`src/rtl/alarm_pkg.sv`:
```
// Shared widths and slot state encoding for the alarm bank.
package alarm_pkg;

  localparam int HOUR_W = 5;
  localparam int MIN_W  = 6;
  localparam int SEC_W  = 6;

  typedef enum logic [1:0] {
    ST_IDLE = 2'd0,
    ST_RING = 2'd1,
    ST_SNZ  = 2'd2
  } slot_state_t;

endpackage

```
`src/rtl/alarm_slot.sv`:
```
// One alarm slot: stored configuration, IDLE/RINGING/SNOOZED FSM and its
// ring/snooze countdowns. Current state is exported for the bank and for
// debug observation.
module alarm_slot
  import alarm_pkg::*;
#(
  parameter int RING_SECONDS   = 60,
  parameter int SNOOZE_SECONDS = 300,
  parameter int MAX_SNOOZE     = 3
) (
  input  logic              clk,
  input  logic              rst,
  input  logic              sec_tick,
  input  logic [HOUR_W-1:0] cur_hour,
  input  logic [MIN_W-1:0]  cur_min,
  input  logic [SEC_W-1:0]  cur_sec,
  input  logic              wr_en,
  input  logic [HOUR_W-1:0] wr_hour,
  input  logic [MIN_W-1:0]  wr_min,
  input  logic [SEC_W-1:0]  wr_sec,
  input  logic              wr_enable,
  input  logic              snooze,
  input  logic              stop,
  output logic [HOUR_W-1:0] cfg_hour,
  output logic [MIN_W-1:0]  cfg_min,
  output logic [SEC_W-1:0]  cfg_sec,
  output logic              cfg_enable,
  output slot_state_t       state
);

  localparam int RC_RAW = $clog2(RING_SECONDS + 1);
  localparam int SC_RAW = $clog2(SNOOZE_SECONDS + 1);
  localparam int SN_RAW = $clog2(MAX_SNOOZE + 1);
  localparam int RC_W   = (RC_RAW < 1) ? 1 : RC_RAW;
  localparam int SC_W   = (SC_RAW < 1) ? 1 : SC_RAW;
  localparam int SN_W   = (SN_RAW < 1) ? 1 : SN_RAW;

  localparam logic [RC_W-1:0] RING_LOAD = RC_W'(RING_SECONDS);
  localparam logic [SC_W-1:0] SNZ_LOAD  = SC_W'(SNOOZE_SECONDS);
  localparam logic [SN_W-1:0] SNZ_MAX   = SN_W'(MAX_SNOOZE);

  slot_state_t       state_d;
  logic [RC_W-1:0]   ring_cnt, ring_cnt_d;
  logic [SC_W-1:0]   snz_cnt, snz_cnt_d;
  logic [SN_W-1:0]   snz_num, snz_num_d;
  logic [HOUR_W-1:0] cfg_hour_d;
  logic [MIN_W-1:0]  cfg_min_d;
  logic [SEC_W-1:0]  cfg_sec_d;
  logic              cfg_enable_d;
  logic              match;

  // Exact time equality against the armed configuration.
  assign match = cfg_enable && (cur_hour == cfg_hour) &&
                 (cur_min == cfg_min) && (cur_sec == cfg_sec);

  // Next-state logic; a write overrides everything, then stop, snooze, tick.
  always_comb begin
    state_d      = state;
    ring_cnt_d   = ring_cnt;
    snz_cnt_d    = snz_cnt;
    snz_num_d    = snz_num;
    cfg_hour_d   = cfg_hour;
    cfg_min_d    = cfg_min;
    cfg_sec_d    = cfg_sec;
    cfg_enable_d = cfg_enable;
    if (wr_en) begin
      state_d      = ST_IDLE;
      ring_cnt_d   = '0;
      snz_cnt_d    = '0;
      snz_num_d    = '0;
      cfg_hour_d   = wr_hour;
      cfg_min_d    = wr_min;
      cfg_sec_d    = wr_sec;
      cfg_enable_d = wr_enable;
    end else begin
      case (state)
        ST_IDLE: begin
          // Match is only looked at from IDLE, so a slot that just stopped
          // cannot retrigger within the same second.
          if (sec_tick && match) begin
            state_d    = ST_RING;
            ring_cnt_d = RING_LOAD;
            snz_num_d  = '0;
          end
        end
        ST_RING: begin
          if (stop) begin
            state_d = ST_IDLE;
          end else if (snooze) begin
            if (snz_num < SNZ_MAX) begin
              state_d   = ST_SNZ;
              snz_cnt_d = SNZ_LOAD;
              snz_num_d = snz_num + SN_W'(1);
            end else begin
              state_d = ST_IDLE;
            end
          end else if (sec_tick) begin
            ring_cnt_d = (ring_cnt == '0) ? '0 : ring_cnt - RC_W'(1);
            if (ring_cnt <= RC_W'(1)) state_d = ST_IDLE;
          end
        end
        ST_SNZ: begin
          if (stop) begin
            state_d = ST_IDLE;
          end else if (sec_tick) begin
            snz_cnt_d = (snz_cnt == '0) ? '0 : snz_cnt - SC_W'(1);
            if (snz_cnt <= SC_W'(1)) begin
              state_d    = ST_RING;
              ring_cnt_d = RING_LOAD;
            end
          end
        end
        default: state_d = ST_IDLE;
      endcase
    end
  end

  // State, counter and configuration registers.
  always_ff @(posedge clk) begin
    if (rst) begin
      state      <= ST_IDLE;
      ring_cnt   <= '0;
      snz_cnt    <= '0;
      snz_num    <= '0;
      cfg_hour   <= '0;
      cfg_min    <= '0;
      cfg_sec    <= '0;
      cfg_enable <= 1'b0;
    end else begin
      state      <= state_d;
      ring_cnt   <= ring_cnt_d;
      snz_cnt    <= snz_cnt_d;
      snz_num    <= snz_num_d;
      cfg_hour   <= cfg_hour_d;
      cfg_min    <= cfg_min_d;
      cfg_sec    <= cfg_sec_d;
      cfg_enable <= cfg_enable_d;
    end
  end

endmodule

```
`src/rtl/alarm_bank.sv`:
```
// Bank of independent alarm slots: write decode, registered read-back mux,
// combined ring request and lowest-index ringing slot encoder.
module alarm_bank
  import alarm_pkg::*;
#(
  parameter int NUM_ALARMS     = 4,
  parameter int RING_SECONDS   = 60,
  parameter int SNOOZE_SECONDS = 300,
  parameter int MAX_SNOOZE     = 3,
  localparam int IDX_W = (NUM_ALARMS > 1) ? $clog2(NUM_ALARMS) : 1
) (
  input  logic                  clk,
  input  logic                  rst,
  input  logic                  sec_tick,
  input  logic [HOUR_W-1:0]     cur_hour,
  input  logic [MIN_W-1:0]      cur_min,
  input  logic [SEC_W-1:0]      cur_sec,
  input  logic                  wr_en,
  input  logic [IDX_W-1:0]      wr_idx,
  input  logic [HOUR_W-1:0]     wr_hour,
  input  logic [MIN_W-1:0]      wr_min,
  input  logic [SEC_W-1:0]      wr_sec,
  input  logic                  wr_enable,
  input  logic                  snooze,
  input  logic                  stop,
  input  logic [IDX_W-1:0]      rd_idx,
  output logic [HOUR_W-1:0]     rd_hour,
  output logic [MIN_W-1:0]      rd_min,
  output logic [SEC_W-1:0]      rd_sec,
  output logic                  rd_enable,
  output logic                  ring,
  output logic [IDX_W-1:0]      ring_idx,
  output logic [NUM_ALARMS-1:0] ringing_mask,
  output logic [NUM_ALARMS-1:0] snoozed_mask
);

  logic [HOUR_W-1:0] slot_hour   [NUM_ALARMS];
  logic [MIN_W-1:0]  slot_min    [NUM_ALARMS];
  logic [SEC_W-1:0]  slot_sec    [NUM_ALARMS];
  logic              slot_enable [NUM_ALARMS];
  slot_state_t       slot_state  [NUM_ALARMS];

  logic [HOUR_W-1:0] rd_hour_d;
  logic [MIN_W-1:0]  rd_min_d;
  logic [SEC_W-1:0]  rd_sec_d;
  logic              rd_enable_d;

  for (genvar i = 0; i < NUM_ALARMS; i++) begin : g_slot
    alarm_slot #(
      .RING_SECONDS   (RING_SECONDS),
      .SNOOZE_SECONDS (SNOOZE_SECONDS),
      .MAX_SNOOZE     (MAX_SNOOZE)
    ) u_slot (
      .clk        (clk),
      .rst        (rst),
      .sec_tick   (sec_tick),
      .cur_hour   (cur_hour),
      .cur_min    (cur_min),
      .cur_sec    (cur_sec),
      .wr_en      (wr_en && (wr_idx == IDX_W'(i))),
      .wr_hour    (wr_hour),
      .wr_min     (wr_min),
      .wr_sec     (wr_sec),
      .wr_enable  (wr_enable),
      .snooze     (snooze),
      .stop       (stop),
      .cfg_hour   (slot_hour[i]),
      .cfg_min    (slot_min[i]),
      .cfg_sec    (slot_sec[i]),
      .cfg_enable (slot_enable[i]),
      .state      (slot_state[i])
    );
    assign ringing_mask[i] = (slot_state[i] == ST_RING);
    assign snoozed_mask[i] = (slot_state[i] == ST_SNZ);
  end

  assign ring = |ringing_mask;

  // Lowest-index ringing slot wins; zero when nothing rings.
  always_comb begin
    ring_idx = '0;
    for (int i = NUM_ALARMS - 1; i >= 0; i--) begin
      if (ringing_mask[i]) ring_idx = IDX_W'(i);
    end
  end

  // Read-back select; an index beyond the last slot reads as zeros.
  always_comb begin
    rd_hour_d   = '0;
    rd_min_d    = '0;
    rd_sec_d    = '0;
    rd_enable_d = 1'b0;
    for (int i = 0; i < NUM_ALARMS; i++) begin
      if (rd_idx == IDX_W'(i)) begin
        rd_hour_d   = slot_hour[i];
        rd_min_d    = slot_min[i];
        rd_sec_d    = slot_sec[i];
        rd_enable_d = slot_enable[i];
      end
    end
  end

  // Read-back register, one cycle behind rd_idx.
  always_ff @(posedge clk) begin
    if (rst) begin
      rd_hour   <= '0;
      rd_min    <= '0;
      rd_sec    <= '0;
      rd_enable <= 1'b0;
    end else begin
      rd_hour   <= rd_hour_d;
      rd_min    <= rd_min_d;
      rd_sec    <= rd_sec_d;
      rd_enable <= rd_enable_d;
    end
  end

endmodule
```
`config.mk`:
```
export PLATFORM = sky130hd
export DESIGN_NAME = alarm_bank
export DESIGN_NICKNAME = d
export VERILOG_FILES = /design/src/rtl/alarm_pkg.sv /design/src/rtl/alarm_slot.sv /design/src/rtl/alarm_bank.sv
export SDC_FILE = /design/constraint.sdc
export NUM_CORES = 1
export LEC_CHECK = 0
export BUFFER_PORTS_ARGS = -buffer_cell sky130_fd_sc_hd__buf_2
export CORE_UTILIZATION = 36
export CTS_BUF_LIST = sky130_fd_sc_hd__clkbuf_4
export DETAILED_ROUTE_END_ITERATION = 10
export HOLD_SLACK_MARGIN = 0.12
export RECOVER_POWER = 100
export SETUP_SLACK_MARGIN = 0.05
export SYNTH_ARGS = -nofsm -noshare
export SYNTH_HDL_FRONTEND = slang
export SYNTH_SLANG_ARGS = --single-unit
```
`constraint.sdc`:
```
create_clock -name clk -period 4 [get_ports clk]
set_input_delay 0.8 -clock clk [delete_from_list [all_inputs] [get_ports clk]]
set_output_delay 0.8 -clock clk [all_outputs]
set_load 0.02 [all_outputs]
```
==> flow_summary_export.csv <==
group,metric,value,unit
run_status,status,"complete, no violations",
power_and_ir_drop,power_frac_seq,55.4,%
critical_path,cp.required,3.20,ns
cts,cts_resized,0,
route,drt_iter0_markers,490,
synth,synth_top_flop_cell,"dfxtp_1",
critical_path,cp_slowest_stage_delay,0.49,ns
finish,final_cell_mix,"nand2_1 (192), dfxtp_1 (166), a21oi_1 (127)",
finish,fill_cells,2445,
global_route,grt_max_degree,62,
synth,synth_fa_ha_area_share,2.83,%
finish,nets,1183,
route,routed_wl,24600,um
route,wl_per_cell,16.9,um
synth,synth_top_cell_area_share,37.6,%
power_and_ir_drop,cellPowerDensity,320,nW/um^2
place,port_buffers,73,
place,hpwl,17300,um
synth,synthTopCellsByArea,"dfxtp_1 (38%), nand2_1 (8.2%), a21oi_1 (7.1%)",
synth,synth_mux_area_share,5.04,%
synth,postSynthNetCount,1143,
global_route,grt_usage,19.5,%
die,initial_core_util,37.2,%
timing,report.final.slew_viol_count,0,
synth,synth_compound_area_share,17.1,%
critical_path,critPathTopFamily,"buffers and inverters",
synth,netlist_instances,1078,
timing,fin_setup_tns,0,ns
route,drtAntennaViolNets,0,
power_and_ir_drop,pwr-share-comb,9.1,%
power_and_ir_drop,switching_power,895,uW
place,gp_congestion,0.822,
cts,cts_tree,"built",
die,die_w,159,um
cts,cts_root_buf,"clkbuf_4",
synth,synth_edf_count,0,
finish,multi_input_area,5080,sq um
die,die_area,25200,sq um
cts,cts_made_buffers,17,
timing,clock_skew,0.0386,ns
critical_path,path_max_fanout,8,
route,via_per_inst,5.40,
power_and_ir_drop,swShare,29.1,%
finish,final_common_cell,"nand2_1",
power_and_ir_drop,power,3.08,mW
synth,synth-async-reset-ratio,0,%
global_route,overflow,0,
finish,seq_area,3320,sq um
power_and_ir_drop,peakVddDrop,0.000202,V
cts,clockBufferDepth,2,
synth,ys_ff_latch,166,
cts,clk-insertion-delay-late,0.60,ns
critical_path,crit_chain,"nand2b_1, inv_1, a211oi_1, clkbuf_1",
cts,htree_levels,4,
power_and_ir_drop,internal-power,2.18,mW
die,die-height,159,um
power_and_ir_drop,clockPowerShare,35.5,%
die,num_rows,56,
run,maxCapViolCount,0,
timing,worstMarginPinSlew,1.35,ns
synth,synth_top_family_by_area,"simple AND/OR/NAND/NOR gates",
synth,synth_warnings,0,
synth,ys_types,78,
timing,relSlewSlack,10.0,%
global_route,antenna_found_initial,3,
route,via_count,7848,
route,drc,0,
synth,synth_area,8840,sq um
timing,fin_crit_sh,76.6,%
critical_path,startpoint_type,"flip-flop",
critical_path,critPathSlowestCell,"dfxtp_1",
cts,post_cts_buffers,0,
synth,synth_xor_area_share,7.43,%
timing,rsz0062_at_grt,"no",
global_route,grt_pass1_wl,39800,um
timing,fmax,0.326,GHz
finish,layout-drive-gt1-share,10.8,%
global_route,grt_pass1_vias,7483,
synth,avgSynthCellArea,8.20,sq um
route,dr.pass1.iters,7,
timing,hold_viol_final,0,
synth,synthSimpleGateAreaFrac,25.9,%
timing,period_minus_slack,3.06,ns
power_and_ir_drop,power.static_leakage,3.35,nW
critical_path,critPathKind,"flip-flop to output port",
cts,clk_pin_slew,0.18,ns
die,core_area,23800,sq um
critical_path,worst_ep_arrival_time,2.26,ns
die,io_pins,74,
cts,clock_sinks,166,
timing,setup_violations,0,
finish,area_growth,8.89,%
synth,synth_top_cell_by_area,"dfxtp_1",
cts,cts-hold-fix-buffers,0,
synth,ys_seq_area_share,37.6,%
min_path,hold_path.class,"input port to flip-flop",
critical_path,cp-end-kind,"output port",
critical_path,crit_buf_inv,2,
==> state kept, by name, summed over array words and instances, names as in the netlist <==
register and flops:
rd_sec 6, g_slot.u_slot.cfg_enable 4, rd_enable 1, rd_hour 5
g_slot.u_slot.ring_cnt 24, g_slot.u_slot.state 8, g_slot.u_slot.snz_cnt 36, g_slot.u_slot.cfg_hour 20
g_slot.u_slot.cfg_min 24, g_slot.u_slot.snz_num 8, g_slot.u_slot.cfg_sec 24, rd_min 6
==> synthesized netlist by cell type (all sizes together), types with 7 or more instances <==
cell    count
o31ai       7
ha         20
or3        11
clkbuf     46
o21ai      42
mux4       18
buf        16
nand2b     19
nand2     192
nor2b      21
o211ai      7
nor3b       7
a21oi     128
nor2       66
nor3       31
a31oi       8
xor2       24
nand3      24
nand4      23
dfxtp     166
xnor2      51
nor4       16
nand3b      8
inv        31
o22ai       8
==> routing by layer <==
metal  global-route usage [%]  share of wire, %  up-vias
li1                         -                 -     3881
met1                     25.8                47     3737
met5                        0                 0        -
met4                     4.85               1.4        0
met2                     32.4                47      204
met3                     3.84               4.8       26
==> final cells by class <==
class	instances	share of cell area, %
well taps	319	4.15
inverters	33	1.30
repair buffers	83	4.02
multi-input cells	817	52.7
clock inverters	15	1.87
flip-flops and latches	166	34.5
clock buffers	17	1.33
diodes	3	0.0780
==> cells by family after synthesis <==
| kind of cell | after synthesis |
|---|---|
| buffers and inverters | 95 |
| and+or+nand+nor | 453 |
| muxes | 22 |
| DFF | 166 |
| adders and majority gates | 20 |
| xor gates and xnor gates | 75 |
| AOI/OAI and AO/OA | 247 |
==> worst register-to-register path, stage by stage (launching register included) <==
cell and delay (ns):
dfxtp_1 0.40, or4_1 0.66, nor4_1 0.55, a41oi_1 0.31, clkinvlp_2 0.23, o21ai_0 0.12
a32o_1 0.26
==> power by group through the flow <==
stage          Sequential, mW  Clock (mW)  Combinational (mW)
2_1_floorplan            1.74           0               0.183
3_3_place_gp             1.74           0               0.282
3_5_place_dp             1.74           0               0.284
4_1_cts                  1.71        1.12               0.285
5_1_grt                  1.71        1.19               0.305
6_report                 1.71        1.09               0.281
==> per-stage QoR <==
stage	std cells	hold WS [ns]	worst slack (ns)	cell area (sq um)	util [%]
2_1_floorplan	1078	0.429	1.69	8840	-
3_3_place_gp	1418	0.443	1.20	9440	39.7
3_5_place_dp	1418	0.459	1.16	9440	39.7
4_1_cts	1450	0.411	0.950	9750	41.0
5_1_grt	1452	0.395	0.757	9630	40.5
6_report	1453	0.446	0.936	9630	40.5
==> final timing paths <==
kind / from / end / slack [ns] / depth (start not counted)
setup / recovery: g_slot[1].u_slot.state[1] / ring_idx[1] / 0.94 / 4
hold / removal: wr_sec[2] / g_slot[1].u_slot.cfg_sec[2] / 0.45 / 3
setup reg to reg: g_slot[1].u_slot.snz_cnt[2] / g_slot[1].u_slot.ring_cnt[3] / 1.39 / 6
hold reg to reg: g_slot[0].u_slot.snz_num[1] / g_slot[0].u_slot.snz_num[1] / 0.47 / 2
No activity file was read; power rests on OpenSTA's default activity.
